$ cat config.mk
export PLATFORM = sky130hd
export DESIGN_NAME = bcd_updown_counter_nd
export DESIGN_NICKNAME = d
export VERILOG_FILES = /design/src/rtl/contador_pkg.sv /design/src/rtl/seg7_decoder.sv /design/src/rtl/bcd_updown_counter_nd.sv
export SDC_FILE = /design/constraint.sdc
export NUM_CORES = 1
export LEC_CHECK = 0
export CORE_MARGIN = 5
export CORE_UTILIZATION = 42
export DETAILED_ROUTE_END_ITERATION = 6
export PLACE_DENSITY_LB_ADDON = 0.25
export SETUP_SLACK_MARGIN = 0.2
export SLEW_MARGIN = 5
export SYNTH_ARGS = -nofsm -noshare
export SYNTH_HDL_FRONTEND = slang
export SYNTH_SLANG_ARGS = --single-unit
$ cat constraint.sdc
create_clock -name clk -period 2.33 [get_ports clk]
set_clock_uncertainty 0.05 [all_clocks]
set_input_delay 0.3495 -clock clk [delete_from_list [all_inputs] [get_ports clk]]
set_output_delay 0.3495 -clock clk [all_outputs]
set_load 0.005 [all_outputs]
$ cat src/rtl/contador_pkg.sv
// Shared constants and helpers for the BCD counter and its 7-segment decoders.
// Segment patterns are {g,f,e,d,c,b,a} with a lit segment as 1.
package contador_pkg;

  localparam logic [3:0] BCD_MAX = 4'd9;

  localparam logic [6:0] SEG_0     = 7'b0111111;
  localparam logic [6:0] SEG_1     = 7'b0000110;
  localparam logic [6:0] SEG_2     = 7'b1011011;
  localparam logic [6:0] SEG_3     = 7'b1001111;
  localparam logic [6:0] SEG_4     = 7'b1100110;
  localparam logic [6:0] SEG_5     = 7'b1101101;
  localparam logic [6:0] SEG_6     = 7'b1111101;
  localparam logic [6:0] SEG_7     = 7'b0000111;
  localparam logic [6:0] SEG_8     = 7'b1111111;
  localparam logic [6:0] SEG_9     = 7'b1101111;
  localparam logic [6:0] SEG_BLANK = 7'b0000000;

  function automatic logic bcd_valid(input logic [3:0] nibble);
    return (nibble <= BCD_MAX);
  endfunction

endpackage

$ cat src/rtl/seg7_decoder.sv
// One-digit BCD to 7-segment decoder with blanking and selectable polarity.
// Non-BCD codes and blanked digits show no lit segments.
module seg7_decoder
  import contador_pkg::*;
#(
  parameter bit ACTIVE_LOW = 1'b1
) (
  input  logic [3:0] bcd,
  input  logic       blank,
  output logic [6:0] seg
);

  logic [6:0] seg_on;

  always_comb begin
    seg_on = SEG_BLANK;
    if (!blank) begin
      case (bcd)
        4'd0:    seg_on = SEG_0;
        4'd1:    seg_on = SEG_1;
        4'd2:    seg_on = SEG_2;
        4'd3:    seg_on = SEG_3;
        4'd4:    seg_on = SEG_4;
        4'd5:    seg_on = SEG_5;
        4'd6:    seg_on = SEG_6;
        4'd7:    seg_on = SEG_7;
        4'd8:    seg_on = SEG_8;
        4'd9:    seg_on = SEG_9;
        default: seg_on = SEG_BLANK;
      endcase
    end
  end

  assign seg = ACTIVE_LOW ? ~seg_on : seg_on;

endmodule

$ cat src/rtl/bcd_updown_counter_nd.sv
// N-digit BCD up/down counter with terminal value, parallel load, wrap/saturate
// and per-digit 7-segment outputs; counts on step edges or every enabled clock.
module bcd_updown_counter_nd
  import contador_pkg::*;
#(
  parameter int              NDIG           = 2,
  parameter logic [4*NDIG-1:0] TOP_BCD      = 8'h99,
  parameter int              USE_STEP       = 1,
  parameter int              SEG_ACTIVE_LOW = 1,
  parameter int              BLANK_LZ       = 0
) (
  input  logic                clk,
  input  logic                rst,
  input  logic                en,
  input  logic                step,
  input  logic                up_dn,
  input  logic                wrap_en,
  input  logic                load,
  input  logic [4*NDIG-1:0]   load_val,
  output logic [4*NDIG-1:0]   count_bcd,
  output logic [7*NDIG-1:0]   hex,
  output logic                tc,
  output logic                ovf,
  output logic                err
);

  localparam int W = 4 * NDIG;

  logic          s1, s2, s3;
  logic          step_in;
  logic          cnt_req;
  logic          nibbles_ok;
  logic          load_ok;
  logic [W-1:0]  count_inc, count_dec;
  logic [W-1:0]  count_nxt;
  logic          tc_nxt, ovf_nxt, err_nxt;
  logic [NDIG-1:0] blank;

  // In free-run mode the chain sees a constant 0 so it never leaves its reset value.
  assign step_in = (USE_STEP != 0) ? step : 1'b0;

  always_ff @(posedge clk or posedge rst) begin
    if (rst) begin
      s1 <= 1'b0;
      s2 <= 1'b0;
      s3 <= 1'b0;
    end else begin
      s1 <= step_in;
      s2 <= s1;
      s3 <= s2;
    end
  end

  assign cnt_req = (USE_STEP != 0) ? (s2 & ~s3 & en) : en;

  always_comb begin
    nibbles_ok = 1'b1;
    for (int i = 0; i < NDIG; i++) begin
      if (!bcd_valid(load_val[4*i +: 4])) nibbles_ok = 1'b0;
    end
  end

  // Valid BCD orders the same as binary, so a plain compare checks the limit.
  assign load_ok = nibbles_ok && (load_val <= TOP_BCD);

  always_comb begin
    logic carry;
    logic borrow;
    carry     = 1'b1;
    borrow    = 1'b1;
    count_inc = count_bcd;
    count_dec = count_bcd;
    for (int i = 0; i < NDIG; i++) begin
      if (carry) begin
        if (count_bcd[4*i +: 4] == BCD_MAX) begin
          count_inc[4*i +: 4] = 4'd0;
        end else begin
          count_inc[4*i +: 4] = count_bcd[4*i +: 4] + 4'd1;
          carry = 1'b0;
        end
      end
      if (borrow) begin
        if (count_bcd[4*i +: 4] == 4'd0) begin
          count_dec[4*i +: 4] = BCD_MAX;
        end else begin
          count_dec[4*i +: 4] = count_bcd[4*i +: 4] - 4'd1;
          borrow = 1'b0;
        end
      end
    end
  end

  always_comb begin
    count_nxt = count_bcd;
    tc_nxt    = 1'b0;
    ovf_nxt   = ovf;
    err_nxt   = err;
    if (load) begin
      if (load_ok) begin
        count_nxt = load_val;
        ovf_nxt   = 1'b0;
      end else begin
        err_nxt = 1'b1;
      end
    end else if (cnt_req) begin
      if (up_dn) begin
        if (count_bcd == TOP_BCD) begin
          if (wrap_en) begin
            count_nxt = '0;
            tc_nxt    = 1'b1;
          end else begin
            ovf_nxt = 1'b1;
          end
        end else begin
          count_nxt = count_inc;
        end
      end else begin
        if (count_bcd == '0) begin
          if (wrap_en) begin
            count_nxt = TOP_BCD;
            tc_nxt    = 1'b1;
          end else begin
            ovf_nxt = 1'b1;
          end
        end else begin
          count_nxt = count_dec;
        end
      end
    end
  end

  always_ff @(posedge clk or posedge rst) begin
    if (rst) begin
      count_bcd <= '0;
      tc        <= 1'b0;
      ovf       <= 1'b0;
      err       <= 1'b0;
    end else begin
      count_bcd <= count_nxt;
      tc        <= tc_nxt;
      ovf       <= ovf_nxt;
      err       <= err_nxt;
    end
  end

  // A digit is a leading zero when it and every digit above it are zero.
  always_comb begin
    logic upper_zero;
    upper_zero = 1'b1;
    blank      = '0;
    for (int i = NDIG - 1; i >= 0; i--) begin
      upper_zero = upper_zero & (count_bcd[4*i +: 4] == 4'd0);
      blank[i]   = (BLANK_LZ != 0) && (i != 0) && upper_zero;
    end
  end

  for (genvar g = 0; g < NDIG; g++) begin : g_digit
    seg7_decoder #(
      .ACTIVE_LOW (SEG_ACTIVE_LOW != 0)
    ) u_seg (
      .bcd   (count_bcd[4*g +: 4]),
      .blank (blank[g]),
      .seg   (hex[7*g +: 7])
    );
  end

endmodule

==> flow_metrics.py <==
metrics = {
    "detailed_routing": {
        "route.final.wire_length_um": 4240,
        "route.detailed.vias_per_inst": 5.65,
        "vias": 1452,
        "drt-pass1-iter-count": 5,
        "drt_wl_cell_um": 16.5,
        "number_of_design_rule_violations_left_by_the_first_detailed_router_iteration": 134,
        "ant_nets": 0,
        "post-route-drc-count": 0,
    },
    "placement": {
        "post-place-cells": 233,
        "buffer_ports.inserted": 39,
        "detailed_place_hpwl_um": 2910,
        "place_congestion": 0.923,
    },
    "timing": {
        "period_minus_slack_ns": 2.12,
        "hold_slack_ns": 0.312,
        "setup_viol_count_final": 0,
        "timing.setup.tns_ns": 0,
        "rsz_0062_raised_after_global_routing": "yes",
        "slew_headroom": 0.658,
        "finalMaxSlewViolations": 0,
        "min_period_over_period": 0.909,
        "max_freq_ghz": 0.472,
        "finalHoldViolCount": 0,
        "worst-slew-pin-transition_ns": 0.513,
    },
    "grt": {
        "grt.overflow.total": 0,
        "grt_use_total": 0.197,
        "number_of_global_route_vias_before_repair": 1450,
        "maximum_number_of_pins_on_one_net_before_global_route_repair": 15,
        "wire_length_of_the_first_global_routing_pass_um": 6690,
        "antenna_found_initial": 0,
    },
    "cts": {
        "clock_tree_from_tritoncts": "done",
        "clkSlewWorstSetupHoldPaths_ns": 0.08,
        "tritoncts_num_sinks": 14,
        "post_cts_hold_buffers": 0,
        "cts_max_path_buffers": 2,
        "htree_num_levels": 1,
        "clkLatencyLatePin_ns": 0.28,
        "cts_buffers": 3,
        "cts_root_buf": "clkbuf_4",
    },
    "run": {
        "max_cap_violations": 0,
    },
    "synthesis": {
        "number_of_flops_mapped_to_enable_cells_by_yosys": 0,
        "syn-num-nets": 185,
        "async_reset_ff_frac": 1.00,
        "postSynthRegisterBits": 14,
        "syn-mean-instance-area_sq_um": 8.25,
        "seq_area_frac_synth": 0.269,
        "yosysWarningCount": 0,
        "synth.lib_cells_used.distinct": 42,
        "postSynthCellCount": 158,
        "synth.cell_area_sq_um": 1300,
        "yosys_most_used_dff": "dfrtp_1",
    },
    "floorplan": {
        "core.rowCount": 20,
        "core-area_sq_um": 3000,
        "floorplan.initialDensity": 0.434,
        "fp.dieW_um": 65.7,
        "floorplan.io_pins": 40,
        "fp.dieH_um": 65.7,
        "fp.dieArea_sq_um": 4320,
    },
    "worst_setup_path": {
        "worst-path-max-fanout": 3,
        "critical_path.startpoint_type": "register",
        "critical_path_arrival_ns": 2.23,
        "cp_data_required_time_ns": 2.45,
        "worst_setup_path_end_kind": "register",
        "critical_path_class": "register to register",
    },
    "power_and_ir_drop": {
        "p_leak_nw": 0.960,
        "power.combinational.fraction": 0.729,
        "clock_network_fraction_of_design_power": 0.073,
        "cell_internal_pwr_w": 0.00133,
        "net-switching-power_w": 0.00102,
        "sequentialPowerShare": 0.198,
        "powerDensity_nw_per_um2": 1110,
        "ir_worst_vdd_mv": 0.688,
        "sw_frac_of_total": 0.434,
    },
    "finish": {
        "syn_to_final_growth_pct": 61.2,
        "final-instance-count-excl-fill": 257,
        "layout_cells_sized_above_1": 0.335,
        "layout.filler_cells": 240,
        "design.final.nets": 252,
        "diodes": 0,
    },
    "min_path": {
        "hold_path_class": "register to register",
    },
    "run_status": {
        "status": "finished clean",
    },
}
## path summary, 6_finish.rpt
kind                       cells past startpoint           end    startpoint  slack (ns)
setup / recovery                               8  count_bcd[4]  count_bcd[4]        0.21
hold / removal                                 0            s2            s1        0.31
setup reg to reg                               8  count_bcd[4]  count_bcd[4]        0.21
hold reg to reg                                0            s2            s1        0.31
max in group asynchronous                      2  count_bcd[4]           rst        1.52
min in group asynchronous                      2            tc           rst        0.34
## metal layers
layer / share of wire / wire length [um] / vias to the layer above / GRT usage
met2: 0.52 / 2190 / 66 / 0.352
met3: 0.057 / 240 / 12 / 0.0444
met5: 0 / 0 / - / 0
met1: 0.40 / 1700 / 672 / 0.229
met4: 0.025 / 104 / 0 / 0.0648
li1: - / - / 702 / -
## logic make-up (layout without fill, tap and decap cells)
group | after synthesis | count (layout) | synth area share
DFF | 14 | 14 | 0.269
muxes | 5 | 5 | 0.0422
and+or+nand+nor | 51 | 51 | 0.204
AOI/OAI and AO/OA | 53 | 53 | 0.276
xor gates and xnor gates | 4 | 4 | 0.0269
adders and majority gates | 12 | 12 | 0.115
buffers and inverters | 19 | 85 | 0.0662
## power groups by stage
stage / logic (W) / registers [W] / clock network (W)
3_5_place_dp: 0.00139 / 0.000461 / 0
4_1_cts: 0.00147 / 0.000439 / 0.000176
2_1_floorplan: 0.000758 / 0.000400 / 0
3_3_place_gp: 0.00137 / 0.000459 / 0
6_report: 0.00171 / 0.000464 / 0.000170
5_1_grt: 0.00187 / 0.000478 / 0.000192
## registers in the layout, summed over array words and instances, names as in the netlist
signal / flops
s2: 1
err: 1
tc: 1
ovf: 1
s1: 1
count_bcd: 8
s3: 1
## timing repair
| action | CTS | global route |
|---|---|---|
| gates resized for setup | 30 | 30 |
| gates cloned | 0 | 0 |
| endpoints found under the setup margin | 16 | 16 |
| pin swaps | 6 | 7 |
| buffers inserted | 10 | 10 |
## metrics by stage
step | util | cell area [sq um] | worst slack (ns) | total power (W)
floorplan | - | 1340 | 0.196 | 0.00116
global placement | 0.601 | 1800 | 0.133 | 0.00183
detailed placement | 0.601 | 1800 | 0.114 | 0.00185
CTS | 0.644 | 1930 | 0.153 | 0.00209
global route | 0.700 | 2100 | 0.138 | 0.00254
finish | 0.700 | 2100 | 0.213 | 0.00234
## area by class of cell
cell class              instances  area, sq um  share of cell area
inverters                      11         56.3              0.0268
repair buffers                 70          628               0.299
flip-flops and latches         14          358               0.170
clock buffers                   4         36.3              0.0173
multi-input cells             125          982               0.467
well taps                      33         41.3              0.0196
## critical path, cell delays in order, from the launching register on
cell and delay, ns:
dfrtp_2 0.45, buf_6 0.14, inv_4 0.05, ha_4 0.13, or4b_4 0.47, o22ai_4 0.17, a22oi_4 0.08, and3_4 0.18
mux2_4 0.29
## synth_stat cells, types with 2 or more instances
| cell | n | area (sq um) |
|---|---|---|
| ha_1 | 12 | 150 |
| xor2_1 | 3 | 26.3 |
| a31oi_1 | 7 | 43.8 |
| nand2_1 | 9 | 33.8 |
| a21o_1 | 2 | 15.0 |
| a22oi_1 | 3 | 22.5 |
| inv_1 | 11 | 41.3 |
| nor2_1 | 18 | 67.6 |
| nand3_1 | 6 | 30.0 |
| a21oi_1 | 11 | 55.1 |
| nor2b_1 | 2 | 12.5 |
| or2_2 | 2 | 12.5 |
| a21boi_0 | 2 | 15.0 |
| mux2i_1 | 4 | 40.0 |
| a222oi_1 | 2 | 20.0 |
| dfrtp_1 | 14 | 350 |
| nand2b_1 | 4 | 25.0 |
| clkbuf_1 | 6 | 22.5 |
| buf_6 | 2 | 22.5 |
| o21ai_0 | 16 | 80.1 |
## cells in the final DEF (no fill, tap or decap), drive strengths merged, types with 3 or more instances in the layout
master / instances
buf: 32
clkdlybuf4s50: 25
nor2: 18
o21ai: 16
dfrtp: 14
ha: 12
a21oi: 11
nand2: 9
inv: 9
a31oi: 7
nand3: 6
clkbuf: 6
dlygate4sd2: 5
mux2i: 4
nand2b: 4
a22oi: 4
xor2: 3
clkdlybuf4s15: 3
dlymetal6s2s: 3
a21o: 3
Note: power is estimated with default switching activity, not from simulation.
